==> src/rtl/byte_serial_adder_ctrl.sv <==
// Byte-serial W-bit adder controller driving an external 8-bit ripple-carry adder.
// Define BSA_SUBTRACT_EN to add the op_sub input for A-B.
module byte_serial_adder_ctrl #(
  parameter int NBYTES = 4
) (
  input  logic                  clk,
  input  logic                  reset,
  input  logic                  in_valid,
  output logic                  in_ready,
  input  logic [8*NBYTES-1:0]   in_a,
  input  logic [8*NBYTES-1:0]   in_b,
  input  logic                  in_cin,
`ifdef BSA_SUBTRACT_EN
  input  logic                  op_sub,
`endif
  output logic [7:0]            rca_a,
  output logic [7:0]            rca_b,
  output logic                  rca_cin,
  input  logic [7:0]            rca_sum,
  input  logic                  rca_cout,
  output logic                  out_valid,
  input  logic                  out_ready,
  output logic [8*NBYTES-1:0]   out_sum,
  output logic                  out_cout,
  output logic                  out_ovf,
  output logic                  out_zero
);

  localparam int W  = 8 * NBYTES;
  localparam int IW = $clog2(NBYTES);

  localparam logic [1:0] IDLE = 2'd0;
  localparam logic [1:0] ADD  = 2'd1;
  localparam logic [1:0] DONE = 2'd2;

  logic [1:0]    state_q, state_d;
  logic [W-1:0]  a_q, a_d;
  logic [W-1:0]  b_q, b_d;
  logic          cin_q, cin_d;
  logic [IW-1:0] idx_q, idx_d;
  logic          carry_q, carry_d;
  logic [W-1:0]  sum_q, sum_d;
  logic          cout_q, cout_d;
  logic          ovf_q, ovf_d;

  logic [W-1:0]  b_sel;
  logic          c_sel;
  logic          last;

  // b_q holds the operand as seen by the adder (inverted for subtract)
  always_comb begin
    b_sel = in_b;
    c_sel = in_cin;
`ifdef BSA_SUBTRACT_EN
    if (op_sub) begin
      b_sel = ~in_b;
      c_sel = 1'b1;
    end
`endif
  end

  assign last = (idx_q == IW'(NBYTES - 1));

  always_comb begin
    state_d = state_q;
    a_d     = a_q;
    b_d     = b_q;
    cin_d   = cin_q;
    idx_d   = idx_q;
    carry_d = carry_q;
    sum_d   = sum_q;
    cout_d  = cout_q;
    ovf_d   = ovf_q;
    rca_a   = 8'h00;
    rca_b   = 8'h00;
    rca_cin = 1'b0;
    unique case (state_q)
      IDLE: begin
        if (in_valid) begin
          a_d     = in_a;
          b_d     = b_sel;
          cin_d   = c_sel;
          idx_d   = '0;
          carry_d = 1'b0;
          cout_d  = 1'b0;
          ovf_d   = 1'b0;
          state_d = ADD;
        end
      end
      ADD: begin
        rca_a   = a_q[{idx_q, 3'b000} +: 8];
        rca_b   = b_q[{idx_q, 3'b000} +: 8];
        rca_cin = (idx_q == '0) ? cin_q : carry_q;
        sum_d[{idx_q, 3'b000} +: 8] = rca_sum;
        carry_d = rca_cout;
        idx_d   = idx_q + IW'(1);
        if (last) begin
          idx_d   = '0;
          cout_d  = rca_cout;
          ovf_d   = (a_q[W-1] == b_q[W-1]) &&
                    (rca_sum[7] != a_q[W-1]);
          state_d = DONE;
        end
      end
      DONE: begin
        if (out_ready) state_d = IDLE;
      end
      default: state_d = IDLE;
    endcase
  end

  always_ff @(posedge clk or posedge reset) begin
    if (reset) begin
      state_q <= IDLE;
      a_q     <= '0;
      b_q     <= '0;
      cin_q   <= 1'b0;
      idx_q   <= '0;
      carry_q <= 1'b0;
      sum_q   <= '0;
      cout_q  <= 1'b0;
      ovf_q   <= 1'b0;
    end else begin
      state_q <= state_d;
      a_q     <= a_d;
      b_q     <= b_d;
      cin_q   <= cin_d;
      idx_q   <= idx_d;
      carry_q <= carry_d;
      sum_q   <= sum_d;
      cout_q  <= cout_d;
      ovf_q   <= ovf_d;
    end
  end

  assign in_ready  = (state_q == IDLE);
  assign out_valid = (state_q == DONE);
  assign out_sum   = sum_q;
  assign out_cout  = cout_q;
  assign out_ovf   = ovf_q;
  assign out_zero  = (state_q == DONE) && (sum_q == '0);

endmodule

==> config.mk <==
export PLATFORM = sky130hd
export DESIGN_NAME = byte_serial_adder_ctrl
export DESIGN_NICKNAME = d
export VERILOG_FILES = /design/src/rtl/byte_serial_adder_ctrl.sv
export SDC_FILE = /design/constraint.sdc
export NUM_CORES = 1
export LEC_CHECK = 0
export CAP_MARGIN = 20
export CORE_MARGIN = 1.5
export CORE_UTILIZATION = 48
export CTS_CLUSTER_DIAMETER = 40
export CTS_CLUSTER_SIZE = 16
export DETAILED_ROUTE_END_ITERATION = 8
export PLACE_DENSITY_LB_ADDON = 0.12
export SKIP_LAST_GASP = 1
export SLEW_MARGIN = 40
export SYNTH_ARGS = -nofsm -noshare
export SYNTH_HDL_FRONTEND = slang
export SYNTH_SLANG_ARGS = --single-unit
==> constraint.sdc <==
create_clock -name clk -period 3.9 [get_ports clk]
set_input_delay 0.78 -clock clk [delete_from_list [all_inputs] [get_ports clk]]
set_output_delay 0.78 -clock clk [all_outputs]
set_load 0.02 [all_outputs]
=== After elaboration in Yosys (flattened, before gate mapping) ===
Index checks and enable logic that the tools add are counted.

* Multiplexer cells: 18
* Eq/ne operators: 8
* Reductions and logical operators: 10
* Shift operators: 4
* Add/subtract/negate cells: 2

{| class="wikitable"
|+ Operators with widths
! kind !! number
|-
| $shiftx A32 B6 Y8 || 2
|-
| $bwmux W32 || 1
|-
| $logic_not A32 Y1 || 1
|-
| $shift A8 B7 Y32 const A || 1
|-
| $shiftx A8 B7 Y32 || 1
|-
| $mux W8 || 2
|-
| $mux W2 || 5
|-
| $neg A5 Y7 || 1
|-
| $pmux W1 S2 || 3
|-
| $pmux W2 S3 || 1
|-
| $reduce_and A3 Y1 || 2
|-
| $mux W1 || 5
|-
| $eq A2 B2 Y1 const B || 2
|-
| $logic_not A2 Y1 || 2
|-
| $ne A2 B2 Y1 const B || 2
|-
| $pmux W2 S2 || 1
|-
| $reduce_and A2 Y1 || 2
|-
| $add A2 B1 Y2 const B || 1
|-
| $eq A2 B1 Y1 const B || 1
|-
| $logic_and A1 B1 Y1 || 2
|-
| $ne A2 B1 Y1 const B || 1
|-
| $reduce_bool A2 Y1 || 1
|-
| $eq A1 B1 Y1 || 1
|-
| $ne A1 B1 Y1 || 1
|}

* Output and inout bits: 54
* Word-level logic and storage cells: 51
* Flip-flop bits (word level): 104

=== Longest topological paths before layout ===
Gate-level depths: netlist of the first run.

* Word-level depth: 4
* Gate-level depth with buffers: 7
* Gate-level depth less buffers: 5

=== Least setup slack after synthesis of the first run ===
No wires, ideal clock.

* Path type: register to output
* Start point: reg sum_q[8] (netlist: out_sum[8])
* End point: out out_zero
* Stages on the path, launching flop included: 3
* Arrival time: 1.666 ns
* Path slack: 1.454 ns
* Data required time: 3.120 ns
* Cells stage by stage: dfrtp_1 or4_1 nor4_1

* Longest elaborated chain between the ends: 2

{| class="wikitable"
|+ RTL lines
! item !! RTL line !! text
|-
| start: declaration || 42 || <nowiki>logic [W-1:0] sum_q, sum_d;</nowiki>
|-
| start signal: assignment || 130 || <nowiki>sum_q <= sum_d;</nowiki>
|-
| $logic_not A32 Y1 || 141 || <nowiki>assign out_zero = (state_q == DONE) && (sum_q == '0);</nowiki>
|-
| $logic_and A1 B1 Y1 || 141 ||
|-
| end: declaration || 26 || <nowiki>output logic out_zero</nowiki>
|}

No other way between the ends.

=== Worst setup path in the final report of the first run ===
* Start point: reg idx_q[0]
* End point: out rca_a[5]

* Longest elaborated chain between the ends: 2

{| class="wikitable"
|+ RTL lines
! item !! RTL line !! text
|-
| start: declaration || 40 || <nowiki>logic [IW-1:0] idx_q, idx_d;</nowiki>
|-
| start signal: assignment || 128 || <nowiki>idx_q <= idx_d;</nowiki>
|-
| $shiftx A32 B6 Y8 || 91 || <nowiki>rca_a = a_q[{idx_q, 3'b000} +: 8];</nowiki>
|-
| $mux W8 || 77 || <nowiki>unique case (state_q)</nowiki>
|-
| end: declaration || 16 || <nowiki>output logic [7:0] rca_a,</nowiki>
|}

No other way between the ends.

==> impl_metrics.csv, run 1 <==
group,metric,value,unit
cts,clock_latency,0.37,ns
sta,skew,0.0123,ns
cells_and_area,area_delta_synth_final,34.7,%
yosys,avgSynthCellArea,15.4,um^2
power,swShare,36.0,%
worst_hold_path,holdCritStartpoint,"b_q[28]",
global_route,grt_pass1_vias,3204,
route,routedWlPerCell,18.0,um
placed_design,hpwl,7450,um
status,status,"finished, final reports clean",
worst_setup_path,crit_fanout,20,
yosys,syn-instance-count,304,
route,vias,3065,
global_route,antenna_found_initial,0,
cells_and_area,regArea,2600,um^2
floorplanning,die_w,102,um
sta,maxSlewViolCount,0,
route,antenna_left,0,
worst_setup_path,crit_path_cell_trace,"buf_4 -> mux4_2 -> and2_1 -> clkdlybuf4s50_1",
floorplanning,initial_core_util,50.2,%
cells_and_area,final_area,6300,um^2
placed_design,place_area,6090,um^2
yosys,synth_ff_type,"dfrtp_1",
worst_setup_path,rrSetupSlack,1.48,ns
yosys,synth.area.top_cells,"dfrtp_1, mux2_2, mux4_2",
cts,htreeDepth,3,
cts,clk_transition_reported_paths,0.10,ns
cts,ctsResizeCount,0,
cells_and_area,nFillCells,713,
sta,finalSetupTns,0,ns
yosys,seq_area_frac_synth,55.6,%
floorplanning,coreArea,9330,um^2
power,vdd_drop_max,0.487,mV
worst_setup_path,cp-end-kind,"output port",
yosys,synth.distinct_cells,38,
flow_run,drv_cap,0,
sta,finalCritPeriodShare,86.9,%
worst_setup_path,reg2reg_to,"out_sum[21]",
cts,clock_sinks,104,
cells_and_area,multi_input_area,1940,um^2
global_route,grt_start_max_net_pins,79,
sta,whs,0.512,ns
cts,numCtsBuffers,9,
sta,rsz0062_at_grt,"false",
power,power_frac_comb,49.9,%
sta,tightest_slew,0.700,ns
yosys,syn_nets,388,
cells_and_area,diodes,0,
worst_setup_path,max_stage_delay,0.75,ns
placed_design,port_buffers,131,
floorplanning,row_count,35,
power,p_switching,0.00193,W
power,total_leakage_power,2.62,nW
global_route,grt_usage,20.7,%
floorplanning,fp.dieArea,10400,um^2
placed_design,gp_congestion,0.838,
worst_setup_path,worstSetupStartpointType,"flip-flop",
power,seqPwrFrac,36.9,%
worst_setup_path,cp.arrival,2.61,ns
yosys,syn_area,4680,um^2
global_route,overflow,0,
route,route.detailed.drc,0,
yosys,synth_edf_count,0,
worst_hold_path,whs_path_depth,1,
sta,fmax,295,MHz
yosys,synth_commonest_cells,"dfrtp_1, mux2_2, a22o_1",
yosys,synthArstFlopShare,100,%
floorplanning,die_h,102,um
worst_setup_path,r2r-start,"idx_q[0]",
worst_setup_path,cp_num_buf_inv,2,
yosys,synth_most_common_cell,"dfrtp_1",
worst_setup_path,worstSetupPathType,"flip-flop to output port",
floorplanning,io_pins,132,
sta,setup_violations,0,
route,drtPass1Iterations,4,
global_route,grt_pass1_wl,16200,um
power,p_int,0.00343,W
sta,hold_violations,0,
power,pwr-share-clk,13.2,%
worst_hold_path,worstHoldEndpoint,"b_q[28]",
cells_and_area,fin_nets,523,
cts,cts.path.max_buffers,2,
route,drt_iter0_drc,50,
cts,cts_hold_buf,0,
worst_setup_path,cp_data_required_time,3.12,ns
cts,post_cts_buffers,0,
cts,cts_tree,"done",
sta,slew_headroom,53.3,%
power,power.density,851,nW/um^2
sta,period_needed,3.39,ns
yosys,synth-seq-cells,104,
cts,root_buffer,"clkbuf_8",
cells_and_area,drive_above_1_share,26.1,%
worst_setup_path,cp_top_family,"buffers and inverters",
yosys,yosys_warnings,0,
worst_setup_path,slowest_stage,"dfrtp_2",
route,drt-total-wl,10300,um
yosys,yosys.area.top_type,"dfrtp_1",
worst_setup_path,worst_r2r_path_depth,5,
route,via_per_inst,5.35,
worst_hold_path,min_path_type,"flip-flop to flip-flop",
yosys,netlist.area_leader.share,55.6,%
## placed cells by master (no fill, tap or decap), types with 2 or more instances in the layout
cell / count
a22o_1: 32
and2_1: 16
buf_4: 7
clkbuf_8: 11
clkdlybuf4s50_1: 131
clkinvlp_4: 2
dfrtp_1: 103
ha_1: 6
inv_1: 3
inv_6: 3
mux2_2: 65
mux4_2: 16
nand2_1: 4
nand2b_1: 3
nand3b_2: 2
nand3b_4: 2
nor2_1: 4
nor4_1: 8
nor4_4: 2
o21ai_0: 2
o31ai_1: 2
## layout make-up
cell class / count / share of cell area, %
inverter: 4 / 0.318
multi-input combinational: 182 / 30.8
clock inverter: 5 / 0.992
sequential: 104 / 41.3
clock buffer: 11 / 2.40
tap: 129 / 2.56
timing repair buffer: 138 / 21.6
## sequential cells by signal (all words and copies together), names as in the netlist, 2 cells and up
name	count
state_q	2
b_q	32
idx_q	2
out_sum	32
a_q	32
## power groups by stage
stage	Clock, W	Combinational (W)	Sequential [W]
6_report	0.000707	0.00268	0.00198
5_1_grt	0.000770	0.00288	0.00206
4_1_cts	0.000727	0.00271	0.00199
3_5_place_dp	0	0.00270	0.00201
3_3_place_gp	0	0.00265	0.00198
2_1_floorplan	0	0.00172	0.00200
## worst register-to-register path: stages (launching register included)
cell	delay (ns)
dfrtp_2	0.75
inv_1	0.20
ha_1	0.51
or2b_1	0.30
nor4_4	0.38
a22o_1	0.22
## kinds of logic after synthesis
| family | after synthesis | synth area share (%) |
|---|---|---|
| muxes | 82 | 23.5 |
| DFF | 104 | 55.6 |
| adders and majority gates | 6 | 1.60 |
| buffers and inverters | 18 | 2.94 |
| and+or+nand+nor | 53 | 8.93 |
| AOI/OAI and AO/OA | 41 | 7.38 |
## layer usage
layer	vias to the layer above	wire, um	track usage, %
met5	-	0	0
met4	0	121	7.37
li1	1420	-	-
met3	15	691	5.73
met1	1535	4500	26.9
met2	95	4980	33.5
## how the worst max path moves through the flow
stage	cells past startpoint	to	start	slack [ns]
2_1_floorplan	1	a_q[0]	reset	0.39
3_3_place_gp	4	rca_a[5]	idx_q[0]	0.87
3_5_place_dp	4	rca_a[5]	idx_q[0]	0.84
4_1_cts	4	rca_a[5]	idx_q[0]	0.44
5_1_grt	4	rca_a[3]	idx_q[0]	0.34
6_report	4	rca_a[5]	idx_q[0]	0.51
## per-stage QoR
step                instances  total power [W]  util, %  setup slack [ns]
finish                    573          0.00537     67.6             0.510
global route              573          0.00570     67.6             0.337
CTS                       573          0.00542     67.6             0.441
detailed placement        557          0.00471     65.3             0.844
global placement          557          0.00463     65.3             0.873
floorplan                 304          0.00373        -             0.388
Power figures use the tool's default switching activity.
==> run 2: changes to the inputs <==
==> constraint.sdc (replaced) <==
create_clock -name clk -period 3.9 [get_ports clk]
set_input_delay 0.975 -clock clk [delete_from_list [all_inputs] [get_ports clk]]
set_output_delay 0.975 -clock clk [all_outputs]
set_load 0.02 [all_outputs]
==> run 2 against run 1 <==
Global-route usage decreased by 0.25 points. Die area unchanged. Clock power decreased by 8.8%. Utilization shrank 0.11 points. Routed wire length shrank 1.1%. Critical path depth is 1 lower. Non-clock buffer count shrank 1. First-iteration DRC count increased by 80%. Clock-buffer cell count stayed put. Register-to-register slack improved by 0.40 ns. Total power shrank 1.0%. Critical endpoint is now rca_b[0].
==> impl_metrics.csv, run 2 (synthesis results as in run 1) <==
group,metric,value,unit
status,status,"finished, final reports clean",
floorplanning,coreArea,9330,um^2
cts,cts_hold_buf,0,
cells_and_area,nFillCells,740,
sta,period_needed,3.40,ns
global_route,grt_start_max_net_pins,71,
worst_setup_path,rrSetupSlack,1.88,ns
power,swShare,35.8,%
worst_setup_path,cp_data_required_time,2.92,ns
power,power.density,844,nW/um^2
power,seqPwrFrac,36.4,%
route,drt_iter0_drc,90,
cells_and_area,mostFrequentLayoutCells,"clkdlybuf4s50_1, dfrtp_1, mux2_2",
cells_and_area,area_delta_synth_final,34.5,%
cells_and_area,fin_nets,522,
global_route,grt_pass1_wl,16100,um
cts,cts_tree,"done",
cts,htreeDepth,3,
route,drtPass1Iterations,4,
worst_setup_path,crit_path_cell_trace,"and2b_1 -> and2_1 -> clkdlybuf4s50_1",
cts,cts.path.max_buffers,2,
sta,finalSetupTns,0,ns
worst_hold_path,min_path_type,"flip-flop to flip-flop",
route,vias,3071,
worst_setup_path,max_stage_delay,0.62,ns
cts,clock_sinks,104,
sta,slew_headroom,52.2,%
placed_design,gp_congestion,0.818,
worst_setup_path,slowest_stage,"dfrtp_1",
route,antenna_left,0,
placed_design,port_buffers,131,
floorplanning,die_w,102,um
route,routedWlPerCell,17.8,um
floorplanning,initial_core_util,50.2,%
sta,fmax,294,MHz
cells_and_area,final_common_cell,"clkdlybuf4s50_1",
floorplanning,io_pins,132,
cells_and_area,regArea,2600,um^2
global_route,antenna_found_initial,0,
worst_setup_path,crit_fanout,18,
route,route.detailed.drc,0,
sta,whs,0.496,ns
floorplanning,die_h,102,um
sta,tightest_slew,0.717,ns
global_route,grt_usage,20.5,%
power,p_int,0.00341,W
cells_and_area,drive_above_1_share,25.5,%
cts,ctsResizeCount,0,
cts,root_buffer,"clkbuf_8",
sta,setup_violations,0,
power,pwr-share-clk,12.1,%
worst_setup_path,worstSetupStartpointType,"flip-flop",
power,total_leakage_power,2.62,nW
sta,finalCritPeriodShare,87.3,%
cells_and_area,diodes,0,
global_route,grt_pass1_vias,3079,
placed_design,hpwl,7360,um
cells_and_area,multi_input_area,1940,um^2
flow_run,drv_cap,0,
worst_setup_path,worstSetupPathType,"flip-flop to output port",
floorplanning,row_count,35,
cts,post_cts_buffers,0,
worst_setup_path,cp-end-kind,"output port",
sta,hold_violations,0,
global_route,overflow,0,
cts,clock_latency,0.36,ns
route,drt-total-wl,10200,um
cts,numCtsBuffers,9,
sta,rsz0062_at_grt,"false",
route,via_per_inst,5.37,
worst_setup_path,cp.arrival,2.43,ns
power,power_frac_comb,51.4,%
power,p_switching,0.00190,W
floorplanning,fp.dieArea,10400,um^2
power,vdd_drop_max,0.503,mV
sta,maxSlewViolCount,0,
cts,clk_transition_reported_paths,0.08,ns
sta,skew,0.0115,ns
run 2: cell types whose count changed in the layout (fill, tap and decap cells not counted), sizes merged:
cell      before  now
clkinv         0    4
clkinvlp       2    0
inv            6    4
buf            7    6
run 2: final timing paths:
path | start | endpoint | cells after the start
setup reg to reg | idx_q[0] | out_sum[23] | 5
min in group asynchronous | reset | b_q[25] | 2
max in group asynchronous | reset | a_q[18] | 3
hold / removal | out_ovf | out_ovf | 1
hold reg to reg | out_ovf | out_ovf | 1
setup / recovery | state_q[0] | rca_b[0] | 3
run 2: power by group through the flow:
stage | Combinational, W | Sequential [W] | Clock [W]
finish | 0.00273 | 0.00193 | 0.000645
global route | 0.00294 | 0.00200 | 0.000709
CTS | 0.00277 | 0.00194 | 0.000671
detailed placement | 0.00276 | 0.00196 | 0
global placement | 0.00271 | 0.00194 | 0
floorplan | 0.00172 | 0.00200 | 0
run 2: cell type report:
type / count / area share (%)
clock buffers: 11 / 2.09
clock inverters: 5 / 0.915
inverters: 4 / 0.278
multi-input cells: 182 / 30.8
flip-flops and latches: 104 / 41.4
well taps: 129 / 2.56
repair buffers: 137 / 21.9
run 2: routing by layer:
layer / GRT usage [%] / routed length (um) / share of wire, %
met1: 28.2 / 4400 / 43
met2: 31.7 / 4990 / 49
met3: 6.28 / 693 / 6.8
met4: 5.45 / 109 / 1.1
met5: 0 / 0 / 0
run 2: per-stage QoR:
stage	cells	total power (W)	cell area [um^2]	worst slack, ns	utilization [%]
floorplan	304	0.00373	4680	0.193	-
global placement	556	0.00465	6100	0.873	65.4
detailed placement	556	0.00472	6100	0.830	65.4
CTS	572	0.00538	6290	0.430	67.5
global route	572	0.00565	6290	0.317	67.5
finish	572	0.00531	6290	0.495	67.5
run 2: critical path, delay by kind of cell, from the launching register on:
kind                   cells  cell delay [ns]
DFF                        1             0.62
buffers and inverters      1             0.61
and+or+nand+nor            2             0.85
